==> src/rtl/buzzer_pkg.sv <==
// Purpose: shared types and constants for the buzzer note path (sequencer and note mux).
// Latency: n/a (declarations only).
// Backpressure: n/a.
//
// Contents: step index width, default last step (the mux case table is sized from it too),
// the sequencer state enum and a helper that computes the next step index.
package buzzer_pkg;

    localparam int STEP_W        = 8;
    localparam int DEF_LAST_STEP = 20;

    typedef enum logic [1:0] {
        ST_IDLE = 2'd0,
        ST_PLAY = 2'd1,
        ST_HOLD = 2'd2
    } seq_state_t;

    // Result of advancing one step: the new index, and whether a one-shot sequence ran off its end.
    typedef struct packed {
        logic [STEP_W-1:0] sel;
        logic              ended;
    } step_adv_t;

    // Next step index from the current one. Running off either end either wraps
    // (wrap=1) or flags the end of the sequence with sel returned to the silence entry.
    // The >= / == tests keep the result inside 0..last even if cur were ever out of range.
    function automatic step_adv_t step_advance(
        input logic [STEP_W-1:0] cur,
        input logic              up,
        input logic              wrap,
        input logic [STEP_W-1:0] last
    );
        step_adv_t r;
        r.sel   = cur;
        r.ended = 1'b0;
        if (up) begin
            if (cur >= last) begin
                r.sel   = '0;
                r.ended = ~wrap;
            end else begin
                r.sel = cur + STEP_W'(1);
            end
        end else begin
            if (cur == '0) begin
                r.sel   = wrap ? last : '0;
                r.ended = ~wrap;
            end else if (cur > last) begin
                r.sel = last;
            end else begin
                r.sel = cur - STEP_W'(1);
            end
        end
        return r;
    endfunction

endpackage

==> src/rtl/step_tick_gen.sv <==
// Purpose: per-step tick counter; flags the last tick of a step and the note-sounding window.
// Latency: boundary/gate_win are decodes of the counter register (same cycle, no input path).
// Backpressure: none; run=0 freezes the count, clear forces it to 0 and wins over run.
//
// Ports:
//   clk, rst   - clock, asynchronous active-high reset
//   run        - advance the counter this cycle (wraps to 0 after TICKS_PER_STEP-1)
//   clear      - return the counter to 0
//   boundary   - counter is at TICKS_PER_STEP-1 (step ends on this cycle's edge if run)
//   gate_win   - counter is below TICKS_PER_STEP-GAP_TICKS
module step_tick_gen #(
    parameter int TICKS_PER_STEP = 12_500_000,
    parameter int GAP_TICKS      = 1_250_000
) (
    input  logic clk,
    input  logic rst,
    input  logic run,
    input  logic clear,
    output logic boundary,
    output logic gate_win
);

    localparam int CNT_W = (TICKS_PER_STEP > 2) ? $clog2(TICKS_PER_STEP) : 1;

    localparam logic [CNT_W-1:0] LAST_TICK = CNT_W'(TICKS_PER_STEP - 1);
    // One bit wider than the counter so a zero gap (window end == TICKS_PER_STEP)
    // does not truncate when TICKS_PER_STEP is a power of two.
    localparam logic [CNT_W:0]   GATE_END  = (CNT_W + 1)'(TICKS_PER_STEP - GAP_TICKS);

    logic [CNT_W-1:0] tick_cnt;

    always_ff @(posedge clk or posedge rst) begin
        if (rst) begin
            tick_cnt <= '0;
        end else if (clear) begin
            tick_cnt <= '0;
        end else if (run) begin
            if (tick_cnt == LAST_TICK) begin
                tick_cnt <= '0;
            end else begin
                tick_cnt <= tick_cnt + CNT_W'(1);
            end
        end
    end

    assign boundary = (tick_cnt == LAST_TICK);
    assign gate_win = ({1'b0, tick_cnt} < GATE_END);

endmodule

==> src/rtl/melody_step_sequencer.sv <==
// Purpose: tempo-stepped note index for the buzzer mux, with start/stop/pause, loop/one-shot and gate.
// Latency: start seen at edge N -> playing=1 and first index on sel after edge N; done is registered.
// Backpressure: none; pause freezes the sequence in HOLD, stop aborts to IDLE (stop > start > pause).
//
// Ports:
//   clk, rst   - clock, asynchronous active-high reset
//   start      - level; begins playback from IDLE (ignored while playing)
//   stop       - level; aborts playback to IDLE with sel=0, no done
//   pause      - level; freezes tick count and sel while playing
//   updown     - 1 ascending, 0 descending; sampled at start and at each step boundary
//   loop_en    - 1 wrap at the sequence end, 0 stop after one pass
//   sel        - current step index (0 is the silence entry while idle)
//   playing    - high in PLAY or HOLD
//   gate       - note-sounding window: PLAY and not in the trailing gap of the step
//   done       - one-cycle pulse after a one-shot pass completes
// Parameters: TICKS_PER_STEP >= 2, GAP_TICKS < TICKS_PER_STEP, LAST_STEP in 1..255.
module melody_step_sequencer
    import buzzer_pkg::*;
#(
    parameter int TICKS_PER_STEP = 12_500_000,
    parameter int GAP_TICKS      = 1_250_000,
    parameter int LAST_STEP      = DEF_LAST_STEP
) (
    input  logic              clk,
    input  logic              rst,
    input  logic              start,
    input  logic              stop,
    input  logic              pause,
    input  logic              updown,
    input  logic              loop_en,
    output logic [STEP_W-1:0] sel,
    output logic              playing,
    output logic              gate,
    output logic              done
);

    localparam logic [STEP_W-1:0] LAST_SEL = STEP_W'(LAST_STEP);

    seq_state_t state;
    step_adv_t  adv;
    logic       tick_run;
    logic       tick_clear;
    logic       boundary;
    logic       gate_win;

    // The counter only moves on an unpaused, unstopped PLAY cycle; HOLD leaves it
    // untouched so the step resumes exactly where it was frozen.
    assign tick_run   = (state == ST_PLAY) && !stop && !pause;
    assign tick_clear = (state == ST_IDLE) || stop;

    step_tick_gen #(
        .TICKS_PER_STEP (TICKS_PER_STEP),
        .GAP_TICKS      (GAP_TICKS)
    ) u_tick (
        .clk      (clk),
        .rst      (rst),
        .run      (tick_run),
        .clear    (tick_clear),
        .boundary (boundary),
        .gate_win (gate_win)
    );

    // Candidate next index; only used on a boundary cycle. updown is read here, so a
    // direction change takes effect at the next boundary from the current sel.
    always_comb begin
        adv = step_advance(sel, updown, loop_en, LAST_SEL);
    end

    always_ff @(posedge clk or posedge rst) begin
        if (rst) begin
            state <= ST_IDLE;
            sel   <= '0;
            done  <= 1'b0;
        end else begin
            done <= 1'b0;
            case (state)
                ST_IDLE: begin
                    sel <= '0;
                    if (start && !stop) begin
                        state <= ST_PLAY;
                        sel   <= updown ? '0 : LAST_SEL;
                    end
                end
                ST_PLAY: begin
                    if (stop) begin
                        state <= ST_IDLE;
                        sel   <= '0;
                    end else if (pause) begin
                        state <= ST_HOLD;
                    end else if (boundary) begin
                        sel <= adv.sel;
                        if (adv.ended) begin
                            state <= ST_IDLE;
                            done  <= 1'b1;
                        end
                    end
                end
                ST_HOLD: begin
                    if (stop) begin
                        state <= ST_IDLE;
                        sel   <= '0;
                    end else if (!pause) begin
                        state <= ST_PLAY;
                    end
                end
                default: begin
                    state <= ST_IDLE;
                    sel   <= '0;
                end
            endcase
        end
    end

    // Pure decodes of registered state and tick count: no input-to-output path.
    assign playing = (state != ST_IDLE);
    assign gate    = (state == ST_PLAY) && gate_win;

endmodule

==> config.mk <==
export PLATFORM = sky130hd
export DESIGN_NAME = melody_step_sequencer
export DESIGN_NICKNAME = d
export VERILOG_FILES = /design/src/rtl/buzzer_pkg.sv /design/src/rtl/step_tick_gen.sv /design/src/rtl/melody_step_sequencer.sv
export SDC_FILE = /design/constraint.sdc
export NUM_CORES = 1
export LEC_CHECK = 0
export BUFFER_PORTS_ARGS = -buffer_cell sky130_fd_sc_hd__buf_2
export CORE_MARGIN = 3
export CORE_UTILIZATION = 35
export CTS_CLUSTER_DIAMETER = 60
export DETAILED_ROUTE_END_ITERATION = 7
export GPL_TIMING_DRIVEN = 1
export SYNTH_ARGS = -nofsm -noshare
export SYNTH_HDL_FRONTEND = slang
export SYNTH_HIERARCHICAL = 1
export SYNTH_SLANG_ARGS = --single-unit
==> constraint.sdc <==
create_clock -name clk -period 3.16 [get_ports clk]
set_input_delay 0.316 -clock clk [delete_from_list [all_inputs] [get_ports clk]]
set_output_delay 0.316 -clock clk [all_outputs]
set_load 0.05 [all_outputs]
* Word level (Yosys, flattened, before mapping)
Cells that the tools add are included.
** Storage, ports and cells
- Bits in registers :: 35
- Logic and storage cells :: 64
** Operators by class
- Magnitude comparators :: 3
- Bitwise gates (word level) :: 1
- Muxes and demuxes :: 30
- Add/subtract/negate cells :: 3
- Equal/unequal tests :: 10
- Reductions and logical operators :: 13
** Operator list (count)
- $mux 24 :: 3
- $mux 8 :: 7
- $add 24x1->24 const B :: 1
- $eq 24x24->1 const B :: 1
- $lt 24x24->1 const B :: 1
- $pmux 8 s3 :: 1
- $mux 5 :: 3
- $mux 2 :: 7
- $mux 9 :: 1
- $ne 3x3->1 const B :: 3
- $add 8x1->8 const B :: 1
- $ge 8x5->1 const B :: 1
- $gt 8x5->1 const B :: 1
- $logic_not 8->1 :: 1
- $ne 4x4->1 const B :: 2
- $sub 8x1->8 const B :: 1
- $mux 1 :: 7
- $pmux 2 s3 :: 1
- $logic_and 1x1->1 :: 4
- $reduce_and 4->1 :: 1
- $reduce_bool 2->1 :: 2
- $reduce_and 3->1 :: 1
- $eq 2x1->1 const B :: 1
- $eq 2x2->1 const B :: 1
- other kinds (6) :: 7

* Logic depth before layout (Yosys ltp)
Gate-level depths: netlist of run 1.
- Word-level depth :: 9
- Depth in mapped cells :: 9
- Mapped depth without buffers :: 8

* Modules after synthesis
Netlist of run 1, hierarchy kept.
** By module, submodules not included
- step_tick_gen :: area an instance 1460.2 µm², cells an instance 154, instances 1, seq. area each 600.6 µm²
- melody_step_sequencer :: area an instance 927.1 µm², cells an instance 111, instances 1, seq. area each 275.3 µm²

* Worst setup path after synthesis of run 1
OpenSTA, ideal clock, no wires.
- Kind :: register to register
- Start point :: reg state[0]
- End point :: reg u_tick.tick_cnt[14]
- Period minus slack after synthesis :: 2.391 ns
- Path slack :: 0.769 ns
- Data required time :: 3.083 ns
- Stages on the path, launching flop included :: 10
- Path buffers :: 3
- Setup time :: 0.077 ns
- Data arrival time :: 2.313 ns
- Path through :: dfrtp_1 -> buf_6 -> or2_2 -> nand2b_1 -> clkbuf_8 -> nor2_1 -> or4_4 -> buf_6 -> or4_1 -> a21oi_1
** RTL lines
- start, declared :: RTL line melody_step_sequencer.sv:39 : seq_state_t state;
- start signal, assigned :: RTL line melody_step_sequencer.sv:71 : state <= ST_IDLE;
- start signal, assigned :: RTL line melody_step_sequencer.sv:80 : state <= ST_PLAY;
- start signal, assigned :: RTL line melody_step_sequencer.sv:86 : state <= ST_IDLE;
- $logic_not 2->1 (*) :: RTL line melody_step_sequencer.sv:49 : assign tick_clear = (state == ST_IDLE) || stop;
- $logic_or 1x1->1 (*) :: RTL line melody_step_sequencer.sv:49
- net tick_clear :: RTL line melody_step_sequencer.sv:42 : logic tick_clear;
- $mux 24 or $reduce_bool 2->1 (tied branches)
- end signal, assigned :: RTL line step_tick_gen.sv:41 : tick_cnt <= tick_cnt + CNT_W'(1);
- end, declared :: RTL line step_tick_gen.sv:30 : logic [CNT_W-1:0] tick_cnt;
The timed path passes the listed nets; every way through them passes the cells marked *.
A chain may end at the register's enable or synchronous reset.

* Final worst setup path of run 1
- Start point :: reg u_tick.tick_cnt[12]
- End point :: reg sel[2]
** Between the ends
- Word-level cells in the longest chain between the ends :: 3
** RTL lines
- $eq 24x24->1 :: RTL line step_tick_gen.sv:46 : assign boundary = (tick_cnt == LAST_TICK);
- net boundary :: RTL line melody_step_sequencer.sv:43 : logic boundary;
- $ne 3x3->1 (no line)
- $reduce_and 3->1 (no line)
- end signal, assigned :: RTL line melody_step_sequencer.sv:81 : sel <= updown ? '0 : LAST_SEL;
- end signal, assigned :: RTL line melody_step_sequencer.sv:91 : sel <= adv.sel;
- end, declared :: RTL line melody_step_sequencer.sv:31 : output logic [STEP_W-1:0] sel,
The timed path passes the listed nets, and every way through them passes these cells.

==> impl_metrics.toml, run 1 <==
[run_status]
status = "completed"

[clocking]
numCtsBuffers = 5
cts_root_buf = "clkbuf_8"
cts_tree = "yes"
worst_skew_pair.late_latency_ps = 290
postCtsSetupBuffers = 0
htreeDepth = 2
cts.sinks = 35
cts-hold-fix-buffers = 0
path_clk_slew_ps = 80
clockBufferDepth = 2
cts_resized = 0

[timing]
finalWorstSetupSlack_ps = 437
max_slew_margin_pct = 40.2
worstMarginPinSlew_ps = 896
period_share_pct = 86.2
whs_ps = 40.8
finalSetupViolations = 0
min_period_ps = 2720
hold_violations = 0
rsz0062_at_grt = "false"
fin_tns_setup_ps = 0
finalMaxSlewViolations = 0
max_freq_ghz = 0.367
fin_skew_ps = 16.6

[yosys]
async_flop_share_pct = 100
synth_edf_count = 0
yosys.area.top_type = "dfrtp_1"
ys_types = 63
yosysWarnings = 6
syn-instance-count = 265
synth_ff_type = "dfrtp_1"
syn-num-nets = 276
post_synth.cell_area_avg_um2 = 9.01
syn_area_um2 = 2390
synth.top_cell.area_share_pct = 36.7
synthTopCellsByCount = "dfrtp_1, nand2_1, a21oi_1, nor2_1, inv_1"
seq_area_frac_synth_pct = 36.7
yosysMostFrequentCell = "dfrtp_1"
synthTopCellsByArea = "dfrtp_1, a21oi_1, nand2_1, or4_1, nor2_1"
synth-seq-cells = 35

[route]
drc = 0
drtAntennaViolNets = 0
wl_per_cell_um = 14.9
viasPerCell = 5.70
drt-total-wl_mm = 5.31
drt_iter0_drc = 119
drt-pass1-iter-count = 4
dr_total_vias = 2035

[power_and_ir_drop]
ir_drop_v = 0.000148
p_per_area_nw_per_um2 = 407
leakagePower_nw = 1.02
totalPowerFinal_mw = 1.07

[placed_design]
gp_congestion = 0.842
dp.cells = 349
dpl_cell_area_um2 = 2500
dp_hpwl_mm = 3.85
post-place-ws_ps = 486
port_buffers = 17

[critical_path]
path_max_fanout = 8
critPathArrivalTime_ps = 2900
cp-end-kind = "flop"
crit_type = "reg2reg"
startpoint_type = "flop"
rrSetupSlack_ps = 440
cp.required_ps = 3340

[global_route]
grt_pass1_vias = 1906
grt_pass1_wl_mm = 9.11
grt_max_degree = 25
overflow = 0
track_usage_pct = 14.6
antenna_found_initial = 0

[cells_and_area]
final_util_pct = 40.5
diodes = 0
design_area_um2 = 2630
nets = 290
synthToLayoutAreaGrowth_pct = 10.3
drive_above_1_share_pct = 14.6
fin_cells = 357
fill_cells = 647

[floorplan]
num_io_pins = 18
die_area_um2 = 7850
start_util_pct = 36.8
die_h_um = 88.6
rows = 29
die_w_um = 88.6
fp.coreArea_um2 = 6490

[run]
drv_cap = 0

[min_path]
hold_class = "in2async"
==> worst max-delay path, cell delays in order (launching register included) <==
cell and delay (ps):
dfrtp_1 450, and4_1 290, nand4_1 270, nor4_1 590, nand2b_1 230, nand3b_1 140, a21oi_1 230, a221o_1 410
==> cells in the final DEF (no fill, tap or decap), types with 3 or more instances in the layout <==
cell type,instances
o21a_1,4
a31oi_1,3
o21ai_1,6
o21ai_0,10
inv_1,11
xor2_1,4
o211ai_1,4
clkbuf_8,5
xnor2_1,8
nor4b_1,3
dfrtp_1,35
nor3_1,5
nand3_1,9
a21oi_1,19
a21o_1,3
nor2_1,19
ha_1,4
buf_2,17
nand4_1,6
o31ai_1,7
nand2_1,23
and4_1,6
or4_1,10
nor4_1,3
or3_1,6
buf_4,3
nand2b_1,5
==> flip-flops by register name (all words and copies together), names as in the netlist <==
name and count:
done 1, sel 8, state 2, u_tick/tick_cnt 24
==> final timing paths <==
path	to	cells after the start	startpoint
max in group asynchronous	u_tick/tick_cnt[7]	2	rst
min in group clk	state[1]	2	stop
hold reg to reg	sel[7]	2	sel[7]
setup / recovery	sel[2]	7	u_tick/tick_cnt[12]
hold / removal	state[0]	2	rst
setup reg to reg	sel[2]	7	u_tick/tick_cnt[12]
==> cell type report <==
type / instances / area (um^2) / area share, %
clock inverters: 3 / 67.6 / 2.57
inverters: 11 / 41.3 / 1.57
clock buffers: 5 / 68.8 / 2.61
repair buffers: 20 / 108 / 4.09
flip-flops and latches: 35 / 876 / 33.3
multi-input cells: 206 / 1380 / 52.2
well taps: 77 / 96.3 / 3.66
==> power breakdown <==
group          internal (mW)  total (mW)  switching [mW]
combinational         0.0410       0.119          0.0781
clock                  0.315       0.486           0.172
sequential             0.452       0.467          0.0146
total                  0.808        1.07           0.264
==> logic make-up after synthesis <==
group / Yosys count / synth area share, %
AO/OA/AOI/OAI: 77 / 22.7
XOR/XNOR: 12 / 4.40
adder cells (fa/ha/maj): 4 / 2.10
buffers and inverters: 24 / 5.71
flip-flops: 35 / 36.7
AND/OR/NAND/NOR: 113 / 28.4
==> layer usage <==
layer | GRT usage (%) | wire length (um) | up-vias
li1 | - | - | 1031
met1 | 20.7 | 2680 | 964
met2 | 22.0 | 2410 | 36
met3 | 3.54 | 177 | 4
met4 | 3.98 | 40 | 0
met5 | 0 | 0 | -
(Power assumes the default switching activity.)
==> run 2, diff against run 1 <==
--- a/config.mk
+++ b/config.mk
@@ -11,6 +11,7 @@
 export CTS_CLUSTER_DIAMETER = 60
 export DETAILED_ROUTE_END_ITERATION = 7
 export GPL_TIMING_DRIVEN = 1
+export PLACE_DENSITY = 0.62
 export SYNTH_ARGS = -nofsm -noshare
 export SYNTH_HDL_FRONTEND = slang
 export SYNTH_HIERARCHICAL = 1
==> impl_metrics.toml, run 2 (synthesized netlist as in run 1, its figures left out) <==
[clocking]
cts_root_buf = "clkbuf_8"
cts_resized = 0
clockBufferDepth = 2
cts_tree = "yes"
numCtsBuffers = 5
worst_skew_pair.late_latency_ps = 290
postCtsSetupBuffers = 0
path_clk_slew_ps = 80
cts.sinks = 35
htreeDepth = 2
cts-hold-fix-buffers = 0

[critical_path]
cp-startpoint = "u_tick/tick_cnt[12]"
worstReg2RegEnd = "sel[2]"
rr_startpoint = "u_tick/tick_cnt[12]"
rrSetupSlack_ps = 470
path_max_fanout = 8
critPathArrivalTime_ps = 2870
crit_type = "reg2reg"
cp.required_ps = 3340
cp-end-kind = "flop"
crit_path_end = "sel[2]"
startpoint_type = "flop"
reg2regPathDepth = 7

[timing]
finalMaxSlewViolations = 0
fin_skew_ps = 14.4
fin_tns_setup_ps = 0
min_period_ps = 2690
period_share_pct = 85.1
max_slew_margin_pct = 38.3
hold_violations = 0
rsz0062_at_grt = "false"
finalSetupViolations = 0
max_freq_ghz = 0.372
worstMarginPinSlew_ps = 925

[run_status]
status = "completed"

[cells_and_area]
fin_cells = 356
largestRegisters = "u_tick/tick_cnt (24), sel (8), state (2)"
mostFrequentLayoutCells = "dfrtp_1, nand2_1, a21oi_1, nor2_1, buf_2"
largest_reg_flops = 24
largest_register = "u_tick/tick_cnt"
design_area_um2 = 2570
nets = 289
final_util_pct = 39.6
layout_commonest_cell = "dfrtp_1"
drive_above_1_share_pct = 14.0
diodes = 0
synthToLayoutAreaGrowth_pct = 7.81

[floorplan]
die_area_um2 = 7850
die_h_um = 88.6
num_io_pins = 18
fp.coreArea_um2 = 6490
rows = 29
start_util_pct = 36.8
die_w_um = 88.6

[global_route]
antenna_found_initial = 0
grt_pass1_vias = 1891
track_usage_pct = 14.8
grt_max_degree = 25
grt_pass1_wl_mm = 9.19
overflow = 0

[route]
drt_iter0_drc = 161
drt-pass1-iter-count = 4
drc = 0
drt-total-wl_mm = 5.33
drtAntennaViolNets = 0
viasPerCell = 5.81
wl_per_cell_um = 15.0
dr_total_vias = 2069

[power_and_ir_drop]
ir_drop_v = 0.000118
p_per_area_nw_per_um2 = 353
leakagePower_nw = 0.990

[run]
drv_cap = 0

[placed_design]
dpl_cell_area_um2 = 2490
port_buffers = 17
dp_hpwl_mm = 3.76
gp_congestion = 0.806
dp.cells = 348

[min_path]
hold_class = "in2async"
run 2: worst min path at each step:
stage,from,cells after the start,endpoint
after floorplan,rst,1,done
after global placement,rst,2,sel[0]
after detailed placement,rst,2,sel[0]
after CTS,rst,2,done
after global routing,rst,2,sel[6]
final,rst,2,done
run 2: cell type report:
class                   instances  area (um^2)
multi-input cells             206         1380
flip-flops and latches         35          876
repair buffers                 19          100
clock buffers                   6         72.6
clock inverters                 2         12.5
fillers                       639         3920
well taps                      77         96.3
inverters                      11         41.3
run 2: power by group:
part	internal, mW	leakage (nW)	switching [mW]
Sequential	0.452	0.487	0.0152
Clock	0.154	0.0412	0.170
Combinational	0.0397	0.462	0.0764
Total	0.646	0.990	0.261
run 2: per-stage QoR:
step | hold WS, ps | total power, mW | setup WS [ps]
2_1_floorplan | 168 | 0.571 | 769
5_1_grt | 75.9 | 0.955 | 151
3_5_place_dp | 368 | 0.593 | 498
6_report | 37.7 | 0.907 | 470
3_3_place_gp | 371 | 0.592 | 514
4_1_cts | 50.6 | 0.925 | 487
run 2: critical path, cell delays in order, from the launching register on:
cell      delay [ps]
dfrtp_1          450
and4_1           300
nand4_1          290
nor4_1           560
nand2b_1         220
nand3b_1         140
a21oi_1          210
a221o_1          400
run 2: layer usage:
metal  track usage, %  up-vias  wire length, um
li1                 -     1025                -
met2             22.2       48             2340
met1             21.2      987             2700
met4             4.40        0               72
met5                0        -                0
met3             3.63        9              215
==> run 3, diff against run 2 <==
--- a/config.mk
+++ b/config.mk
@@ -6,12 +6,14 @@
 export NUM_CORES = 1
 export LEC_CHECK = 0
 export BUFFER_PORTS_ARGS = -buffer_cell sky130_fd_sc_hd__buf_2
+export CELL_PAD_IN_SITES_DETAIL_PLACEMENT = 0
+export CELL_PAD_IN_SITES_GLOBAL_PLACEMENT = 2
 export CORE_MARGIN = 3
 export CORE_UTILIZATION = 35
 export CTS_CLUSTER_DIAMETER = 60
 export DETAILED_ROUTE_END_ITERATION = 7
 export GPL_TIMING_DRIVEN = 1
-export PLACE_DENSITY = 0.62
+export PLACE_DENSITY = 0.86
 export SYNTH_ARGS = -nofsm -noshare
 export SYNTH_HDL_FRONTEND = slang
 export SYNTH_HIERARCHICAL = 1
==> impl_metrics.toml, run 3 (synthesized netlist as in run 1, its figures left out) <==
[run_status]
status = "completed"

[cells_and_area]
largestRegisters = "u_tick/tick_cnt (24), sel (8), state (2)"
layout_commonest_cell = "dfrtp_1"
drive_above_1_share_pct = 14.6
diodes = 0
synthToLayoutAreaGrowth_pct = 8.54
nets = 291
mostFrequentLayoutCells = "dfrtp_1, nand2_1, a21oi_1, nor2_1, buf_2"
design_area_um2 = 2590
largest_register = "u_tick/tick_cnt"
largest_reg_flops = 24

[timing]
period_share_pct = 86.3
hold_violations = 0
finalSetupViolations = 0
finalMaxSlewViolations = 0
fin_skew_ps = 8.99
whs_ps = 39.4
max_slew_margin_pct = 37.3
fin_tns_setup_ps = 0
max_freq_ghz = 0.367
worstMarginPinSlew_ps = 939
rsz0062_at_grt = "false"
min_period_ps = 2730

[clocking]
cts_resized = 0
numCtsBuffers = 5
postCtsSetupBuffers = 0
path_clk_slew_ps = 70
cts.sinks = 35
cts_root_buf = "clkbuf_8"
clockBufferDepth = 2
cts_tree = "yes"
htreeDepth = 2
cts-hold-fix-buffers = 0
worst_skew_pair.late_latency_ps = 280

[floorplan]
fp.coreArea_um2 = 6490
rows = 29
die_w_um = 88.6
num_io_pins = 18
start_util_pct = 36.8
die_h_um = 88.6
die_area_um2 = 7850

[route]
dr_total_vias = 2067
drc = 0
drt-pass1-iter-count = 4
wl_per_cell_um = 15.7
viasPerCell = 5.79
drt-total-wl_mm = 5.61
drtAntennaViolNets = 0
drt_iter0_drc = 121

[power_and_ir_drop]
p_int_uw = 664
p_per_area_nw_per_um2 = 353
p_sw_uw = 250
leakagePower_nw = 1.01
ir_drop_v = 0.000161
switching_share_pct = 27.4
p_seq_share_pct = 51.0
clkPwrFrac_pct = 35.9
combPwrFrac_pct = 13.0

[critical_path]
cp.required_ps = 3330
critPathArrivalTime_ps = 2900
cp-end-kind = "flop"
path_max_fanout = 8
rrSetupSlack_ps = 430
crit_type = "reg2reg"
startpoint_type = "flop"

[placed_design]
dpl_cell_area_um2 = 2500
dp_hpwl_mm = 4.10
gp_congestion = 0.809
port_buffers = 17

[global_route]
grt_max_degree = 25
grt_pass1_wl_mm = 9.67
antenna_found_initial = 0
overflow = 0
track_usage_pct = 15.8
grt_pass1_vias = 1922

[min_path]
hold_class = "in2async"

[run]
drv_cap = 0
[run 3: changes by cell type in the layout (fill, tap and decap cells not counted)]
cell / before / now
buf_4: 2 / 4
clkbuf_8: 5 / 6
clkinvlp_4: 1 / 0
clkbuf_1: 1 / 0
[run 3: routing by layer]
metal	vias up	routed length (um)	track usage, %
li1	1028	-	-
met1	995	2890	24.1
met2	39	2380	22.4
met3	5	299	3.35
met4	0	44	4.26
met5	-	0	0
[run 3: metrics by stage]
| step | cells | utilization (%) | worst slack, ps | total power [mW] |
|---|---|---|---|---|
| after floorplan | 265 | - | 769 | 0.571 |
| after global placement | 350 | 38.5 | 375 | 0.596 |
| after detailed placement | 350 | 38.5 | 434 | 0.596 |
| after CTS | 357 | 39.9 | 410 | 0.932 |
| after global routing | 357 | 39.9 | 182 | 0.971 |
| final | 357 | 39.9 | 432 | 0.914 |
[run 3: path summary, 6_finish.rpt]
| kind | startpoint | endpoint | cells after the start |
|---|---|---|---|
| hold / removal | rst | done | 2 |
| hold reg to reg | sel[7] | sel[7] | 2 |
| setup / recovery | u_tick/tick_cnt[13] | sel[2] | 7 |
| min in group clk | stop | state[1] | 2 |
| max in group asynchronous | rst | u_tick/tick_cnt[6] | 2 |
| setup reg to reg | u_tick/tick_cnt[13] | sel[2] | 7 |
[run 3: worst max-delay path, cell delays in order (launching register included)]
cell,delay (ps)
dfrtp_1,460
and4_1,310
nand4_1,280
nor4_1,560
nand2b_1,220
nand3b_1,140
a21oi_1,230
a221o_1,410
[run 3: layout make-up]
cell class	count	area, um^2
timing repair buffer	21	115
tap	77	96.3
inverter	11	41.3
fill	651	3900
clock buffer	6	82.6
multi-input combinational	206	1380
sequential	35	876
clock inverter	1	5.00
[run 3: power groups by stage]
stage	clock network (mW)	registers [mW]	logic (mW)
after floorplan	0	0.474	0.0973
after global placement	0	0.475	0.121
after detailed placement	0	0.475	0.121
after CTS	0.344	0.466	0.122
after global routing	0.368	0.468	0.135
final	0.329	0.467	0.119
